==> config.mk <==
export PLATFORM = sky130hd
export DESIGN_NAME = cabac_deadlock_reporter
export DESIGN_NICKNAME = d
export VERILOG_FILES = /design/src/rtl/cabac_deadlock_reporter.sv
export SDC_FILE = /design/constraint.sdc
export NUM_CORES = 1
export LEC_CHECK = 0
export ABC_CLOCK_PERIOD_IN_PS = 1700
export CAP_MARGIN = 15
export CORE_ASPECT_RATIO = 0.5
export CORE_MARGIN = 2
export CORE_UTILIZATION = 42
export CTS_CLUSTER_SIZE = 28
export DETAILED_ROUTE_END_ITERATION = 12
export GPL_ROUTABILITY_DRIVEN = 0
export PLACE_DENSITY = 0.72
export SYNTH_ARGS = -nofsm -noshare
export SYNTH_HDL_FRONTEND = slang
export SYNTH_SLANG_ARGS = --single-unit
==> constraint.sdc <==
create_clock -name clock -period 1.7 [get_ports clock]
set_input_delay 0.51 -clock clock [delete_from_list [all_inputs] [get_ports clock]]
set_output_delay 0.51 -clock clock [all_outputs]
set_load 0.01 [all_outputs]
==> src/rtl/cabac_deadlock_reporter.sv <==
// cabac_deadlock_reporter
//   Consumes the registered block flag and channel info from an AXIS deadlock monitor. A
//   deadlock is confirmed only after TIMEOUT consecutive enabled+blocked cycles, so short
//   stalls are filtered out. On confirmation the channel info is latched. The channels whose
//   latched field is nonzero are then reported one at a time over a valid/ack port, and a
//   one-cycle done pulse follows the last channel. Afterwards the block stays in a terminal
//   state until reset.
// Ports
//   clock, reset    rising-edge clock, synchronous active-high reset
//   enable_i        detection armed
//   block_in_i      monitor block flag
//   block_info_i    monitor info, field k = [k*INFO_W +: INFO_W]
//   report_ack_i    consumer accepts the current report beat
//   deadlock_o      sticky deadlock flag
//   deadlock_info_o block_info_i latched at confirmation
//   stall_cycles_o  consecutive blocked cycles, frozen after confirmation
//   report_valid_o  report beat valid
//   report_ch_o     channel index of the current beat
//   report_field_o  latched field of that channel
//   report_done_o   one-cycle pulse when the report walk finishes
module cabac_deadlock_reporter #(
    parameter int unsigned NUM_CH  = 3,
    parameter int unsigned INFO_W  = 3,
    parameter int unsigned TIMEOUT = 1000,
    parameter int unsigned CNT_W   = 16,
    localparam int unsigned CH_W   = (NUM_CH > 1) ? $clog2(NUM_CH) : 1
) (
    input  logic                     clock,
    input  logic                     reset,
    input  logic                     enable_i,
    input  logic                     block_in_i,
    input  logic [NUM_CH*INFO_W-1:0] block_info_i,
    input  logic                     report_ack_i,
    output logic                     deadlock_o,
    output logic [NUM_CH*INFO_W-1:0] deadlock_info_o,
    output logic [CNT_W-1:0]         stall_cycles_o,
    output logic                     report_valid_o,
    output logic [CH_W-1:0]          report_ch_o,
    output logic [INFO_W-1:0]        report_field_o,
    output logic                     report_done_o
);

    typedef enum logic [1:0] {StIdle, StWatch, StReport, StDone} state_e;

    localparam logic [CNT_W-1:0] LastCnt = CNT_W'(TIMEOUT - 1);
    localparam logic [CH_W-1:0]  LastCh  = CH_W'(NUM_CH - 1);

    state_e                   state_q, state_d;
    logic [CNT_W-1:0]         stall_q, stall_d;
    logic                     dead_q, dead_d;
    logic [NUM_CH*INFO_W-1:0] info_q, info_d;
    logic [CH_W-1:0]          idx_q, idx_d;
    logic                     done_q, done_d;

    logic [CNT_W-1:0]  stall_inc;
    logic [INFO_W-1:0] cur_field;
    logic              field_nz;
    logic              confirm;

    assign stall_inc = (stall_q == '1) ? stall_q : stall_q + 1'b1;
    assign cur_field = info_q[idx_q*INFO_W +: INFO_W];
    assign field_nz  = (cur_field != '0);

    always_comb begin
        state_d = state_q;
        stall_d = stall_q;
        dead_d  = dead_q;
        info_d  = info_q;
        idx_d   = idx_q;
        done_d  = 1'b0;
        confirm = 1'b0;
        unique case (state_q)
            StIdle: begin
                if (enable_i && block_in_i) begin
                    if (TIMEOUT == 1) begin
                        confirm = 1'b1;
                    end else begin
                        state_d = StWatch;
                        stall_d = CNT_W'(1);
                    end
                end else begin
                    stall_d = '0;
                end
            end
            StWatch: begin
                // Any gap in enable or block restarts the count from zero.
                if (!enable_i || !block_in_i) begin
                    state_d = StIdle;
                    stall_d = '0;
                end else if (stall_q == LastCnt) begin
                    confirm = 1'b1;
                end else begin
                    stall_d = stall_inc;
                end
            end
            StReport: begin
                // Zero fields are skipped without waiting for an ack.
                if (!field_nz || report_ack_i) begin
                    if (idx_q == LastCh) begin
                        state_d = StDone;
                        done_d  = 1'b1;
                    end else begin
                        idx_d = idx_q + 1'b1;
                    end
                end
            end
            StDone: begin
            end
            default: state_d = StIdle;
        endcase

        if (confirm) begin
            dead_d  = 1'b1;
            info_d  = block_info_i;
            stall_d = stall_inc;
            state_d = StReport;
            idx_d   = '0;
        end
    end

    always_ff @(posedge clock) begin
        if (reset) begin
            state_q <= StIdle;
            stall_q <= '0;
            dead_q  <= 1'b0;
            info_q  <= '0;
            idx_q   <= '0;
            done_q  <= 1'b0;
        end else begin
            state_q <= state_d;
            stall_q <= stall_d;
            dead_q  <= dead_d;
            info_q  <= info_d;
            idx_q   <= idx_d;
            done_q  <= done_d;
        end
    end

    assign deadlock_o      = dead_q;
    assign deadlock_info_o = info_q;
    assign stall_cycles_o  = stall_q;
    assign report_valid_o  = (state_q == StReport) && field_nz;
    assign report_ch_o     = report_valid_o ? idx_q : '0;
    assign report_field_o  = report_valid_o ? cur_field : '0;
    assign report_done_o   = done_q;

endmodule
### Word-level counts from Yosys, hierarchy flattened

Cells that the tools add are included.

| word-level totals | value |
|---|---|
| bits in registers | 31 |
| output and inout bits | 33 |
| logic and storage cells | 64 |

| cells by class | value |
|---|---|
| add/subtract/negate cells | 2 |
| multiply operators | 1 |
| equal/unequal tests | 14 |
| shifts and indexed selects | 1 |
| mux-type cells | 18 |
| bitwise logic cells | 3 |
| reduce and logical (&&, ||, !) cells | 18 |

Operators with widths:

| operator | count |
|---|---|
| 16-bit two-way mux | 4 |
| 16-bit one-hot mux with 2 select lines | 1 |
| 16-bit by 1-bit adder with 16-bit output, second input constant | 1 |
| 16-bit by 10-bit equality test with 1-bit output, second input constant | 1 |
| 16-bit equality test, second input constant | 1 |
| 2-bit two-way mux | 6 |
| 3-bit inequality test, second input constant | 4 |
| 5-bit AND reduction | 2 |
| 3-bit nonzero test | 3 |
| 9-bit by 5-bit indexed part select with 3-bit output | 1 |
| 2-bit inequality test, second input constant | 4 |
| 2-bit one-hot mux with 3 select lines | 1 |
| 1-bit two-way mux | 5 |
| 2-bit equality test, second input constant | 2 |
| 2-bit by 2-bit multiplier with 4-bit output, second input constant | 1 |
| 4-bit inequality test, second input constant | 1 |
| 4-bit nonzero test | 1 |
| 1-bit zero test | 3 |
| 3-bit two-way mux | 1 |
| 1-bit NOT | 3 |
| 3-bit AND reduction | 1 |
| 3-bit OR reduction | 1 |
| 2-bit by 1-bit adder with 2-bit output, second input constant | 1 |
| 2-bit by 1-bit equality test with 1-bit output, second input constant | 1 |
| 5 further kinds | 7 |

### Longest topological paths before layout

| depth | value |
|---|---|
| depth in word-level cells | 8 |
| gate-level depth with buffers | 7 |
| gate-level depth less buffers | 6 |

### Worst setup path after synthesis

No wires, ideal clock.

| timing | value |
|---|---|
| kind | register -> register |
| from | register stall_q[0], in the netlist stall_cycles_o[0] |
| to | register stall_q[0], in the netlist stall_cycles_o[0] |
| data arrival time | 1.853 ns |
| data required time | 1.597 ns |
| setup slack | -0.256 ns |
| cell stages (with the launch flop) | 7 |
| path buffers | 0 |
| clock period less this slack | 1.956 ns |
| cell sequence | dfxtp_1 -> ha_1 -> nand3_1 -> or4_4 -> o211ai_2 -> o21ai_1 -> a2111oi_2 |

| on the way | value |
|---|---|
| cells in the longest elaborated chain, start to end | 6 |

Ends and longest elaborated chain:

| what | RTL line | text |
|---|---|---|
| from (decl) | 49 | `logic [CNT_W-1:0] stall_q, stall_d;` |
| from (signal assigned) | 131 | `stall_q <= stall_d;` |
| 16-bit by 1-bit adder with 16-bit output, or another cell as far along | 60 | `assign stall_inc = (stall_q == '1) ? stall_q : stall_q + 1'b1;` |
| 16-bit two-way mux / 1-bit two-way mux (equally long branches) | 60, 90 |  |
| 16-bit two-way mux / 1-bit two-way mux (equally long branches) | 90, 87 |  |
| 16-bit two-way mux / 1-bit two-way mux (equally long branches) | 87, 72 |  |
| 16-bit one-hot mux with 2 select lines, or another cell as far along | 72 | `unique case (state_q)` |
| 16-bit two-way mux / 2-bit AND reduction (equally long branches) | n/a |  |

Several ways; a longest one is shown, not always the timed one. The select of a mux whose other input is x is not followed.
A chain may end at the register's enable or synchronous reset.

### Final worst setup path

| timing | value |
|---|---|
| from | register idx_q[1] |
| to | output report_ch_o[0] |

| on the way | value |
|---|---|
| cells in the longest elaborated chain, start to end | 5 |

Ends and longest elaborated chain:

| what | RTL line | text |
|---|---|---|
| from (decl) | 52 | `logic [CH_W-1:0] idx_q, idx_d;` |
| from (signal assigned) | 134 | `idx_q <= idx_d;` |
| 2-bit by 2-bit multiplier with 4-bit output | 61 | `assign cur_field = info_q[idx_q*INFO_W +: INFO_W];` |
| 9-bit by 5-bit indexed part select with 3-bit output | 61 |  |
| 3-bit nonzero test | 62 | `assign field_nz = (cur_field != '0);` |
| 1-bit logical AND | 142 | `assign report_valid_o = (state_q == StReport) && field_nz;` |
| 2-bit two-way mux | 143 | `assign report_ch_o = report_valid_o ? idx_q : '0;` |
| to (decl) | 38 | `output logic [CH_W-1:0] report_ch_o,` |

No other way between the ends.

==> results.tsv <==
stage	metric	value	unit
status	status	finished, violations left	
status	failing checks	setup timing	
yosys	Seq cells post-synth	31	
route	Detail Route Antenna Nets	0	
clocking	worst skew pair latency	300	ps
die	row count	15	
yosys	Syn Inst Count	189	
clocking	CTS tree	done	
final_layout	Antenna diodes	0	
timing	fin crit period	2190	ps
yosys	Top FF cell, synth	dfxtp_1	
die	Die Y	47.7	µm
final_layout	layout cell share with drive strength beyond 1	43.8	%
route	drt wl/cell	16.3	µm
final_layout	multi-input logic area	1110	µm²
final_layout	sequential cell area	649	µm²
pwr	IR Drop Worst-Case VDD	0.324	mV
timing	fmax	456	MHz
worst_setup_path	worst r2r path cells	5	
clocking	CTS sink cnt	31	
yosys	register area share after synthesis	38.7	%
hold_path	hold path depth	2	
worst_setup_path	CP Capture Type	output port	
timing	RSZ-0062 raised after global routing	yes	
timing	Setup Skew	6.19	ps
grt	global-route wire length before repair	8630	µm
worst_setup_path	Setup Crit Path Kind	flop to output port	
final_layout	fillers	209	
timing	measured slew at the worst slew-check pin	448	ps
clocking	CTS max path bufs	2	
grt	largest net degree at the start of global routing	22	
run	count of max-cap constraint violations	0	
place	dpl hpwl	3830	µm
worst_setup_path	reg2reg setup slack	-70	ps
die	Core Region	3550	µm²
worst_setup_path	critical path fanouts, max	7	
pwr	Power Total	0.00139	W
hold_path	Min-Delay Path Class	flop to flop	
die	Chip Width	91.3	µm
final_layout	commonest non-fill, non-tap cell in the layout	buf_4	
yosys	Mapped Nets	205	
timing	pins over their slew limit	0	
timing	Final WS setup	-493	ps
yosys	Post-Syn Area	1600	µm²
route	Routed WL	5670	µm
timing	hold slack	484	ps
pwr	power per cell area	481	nW/µm²
worst_setup_path	crit path DAT	1680	ps
route	Iter 0 DRT Violations	81	
final_layout	layout net count	312	
hold_path	Worst Hold Path EP	state_q[1]$_SDFFE_PP0P_	
route	via count	1981	
timing	Rel. slew slack	70.0	%
final_layout	most frequent cells in the layout	buf_4 (57), dlygate4sd2_1 (27), nor2_1 (19)	
grt	initial antenna violation count	0	
clocking	H-tree depth	2	
grt	grt total ovfl	0	
clocking	root buffer cell	clkbuf_8	
route	First-pass DRT Iterations	4	
die	Die ar.	4350	µm²
die	Ports	47	
route	vias per cell	5.69	
hold_path	HP Start	state_q[0]$_SDFFE_PP0P_	
grt	total track usage	26.3	%
worst_setup_path	Worst R2R Start	stall_cycles_o[8]$_SDFFE_PP0P_	
pwr	P_leak	1.23	nW
yosys	share of async-settable or async-resettable flops after synthesis	0	%
timing	Setup violations, final	7	
yosys	Avg Synthesized Cell Area	8.47	µm²
final_layout	Area growth syn-to-layout	79.8	%
worst_setup_path	CP Launch Type	flop	
grt	vias in the first global route	1825	
die	initial core utilization	45.1	%
worst_setup_path	CP required	1190	ps
yosys	Ys Warns	0	
clocking	CTS buffer count	5	
place	I/O Buffers	46	
route	DRC viols	0	
clocking	cts hold-fix bufs	0	
yosys	Post-synth EDFFs	0	
place	Place WS	-533	ps
clocking	Reg clk slew, reported paths	70	ps
timing	Final Cycle Share	129	%
timing	final hold vios	0	
worst_setup_path	reg2reg end	stall_cycles_o[0]$_SDFFE_PP0P_	
yosys	Cell variety after synth	45	
## cell type report
cell class / count / area share [%]
clock buffer: 5 / 2.39
clock inverter: 3 / 0.521
inverter: 4 / 0.521
multi-input combinational: 145 / 38.7
sequential: 31 / 22.5
tap: 51 / 2.22
timing repair buffer: 109 / 33.1
## where the power goes
| part | internal, W | switching [W] | leakage [nW] |
|---|---|---|---|
| registers | 0.000723 | 0.00000142 | 0.259 |
| clock network | 0.000280 | 0.000308 | 0.0477 |
| logic | 0.0000438 | 0.0000297 | 0.925 |
| total | 0.00105 | 0.000339 | 1.23 |
## sequential cells by signal, indices dropped and copies added, names as in the netlist
register / flops
state_q: 2
stall_cycles_o: 16
deadlock_info_o: 9
idx_q: 2
deadlock_o: 1
report_done_o: 1
## kinds of logic (layout without fill, tap and decap cells)
family,Yosys count,count (layout),share of synthesized area (%)
and+or+nand+nor,76,76,24.8
AOI/OAI and AO/OA,55,55,24.1
DFF,31,31,38.8
buffers and inverters,13,121,3.12
muxes,12,12,7.73
adders and majority gates,2,2,1.56
## per-layer routing
metal	GRT usage (%)	share of wire, %	up-vias
li1	-	-	939
met1	31.9	43	925
met2	48.0	47	101
met3	5.83	7.7	16
met4	11.2	2.1	0
met5	0	0	-
## Yosys cell counts, drive strengths merged (2+ instances only)
cell     n  area [µm²]
nor2    24        92.6
ha       2        25.0
or4      2        18.8
nand2b   3        18.8
o21ai   12        60.1
o31ai    2        15.0
and2     2        12.5
inv      4        15.0
o41ai    2        17.5
nor3     3        15.0
nor2b    2        12.5
nor4     3        18.8
nand3   11        55.1
mux2i    9        90.1
and4     2        17.5
or3      2        12.5
a31oi    5        31.3
a41oi    2        17.5
a21oi   10        50.1
o211ai   2        20.0
clkbuf   8        30.0
o311ai   2        17.5
a311oi   2        17.5
a22oi    4        30.0
mux2     3        33.8
dfxtp   31         621
and3     5        31.3
a31o     3        26.3
a211oi   3        22.5
nand4    4        31.3
nand2   11        41.3
## timing repair
action,in CTS,in global routing
gates resized for setup,69,32
pin swaps,11,11
cloned,1,0
setup endpoints to repair,52,29
setup buffers,9,8
## worst max-delay path, stage by stage (launching register included)
cell and delay (ps):
dfxtp_4 400, mux2_4 310, a22oi_2 170, buf_4 150, a31oi_4 90, and2_4 150
buf_6 110
## worst max-delay path by stage
stage                                    from                              end  cells after the start
6_report                idx_q[1]$_SDFFE_PP0P_                   report_ch_o[0]                      6
5_1_grt                 idx_q[1]$_SDFFE_PP0P_                   report_ch_o[1]                      6
4_1_cts                 idx_q[1]$_SDFFE_PP0P_                   report_ch_o[0]                      6
3_5_place_dp                         enable_i  stall_cycles_o[11]$_SDFFE_PP0P_                      6
3_3_place_gp                         enable_i  stall_cycles_o[11]$_SDFFE_PP0P_                      6
2_1_floorplan  stall_cycles_o[0]$_SDFFE_PP0P_   stall_cycles_o[0]$_SDFFE_PP0P_                      6
## stage by stage
stage                     instance area (µm²)  util (%)  std cells  setup TNS [ps]
after floorplan                          1680         -        189           -73.5
after global placement                   2560      72.2        328          -12410
after detailed placement                 2560      72.2        328          -13250
after CTS                                2730      77.0        343           -2480
after global routing                     2880      81.2        348           -2990
final                                    2880      81.2        348           -2380
No activity file was read; power rests on OpenSTA's default activity.
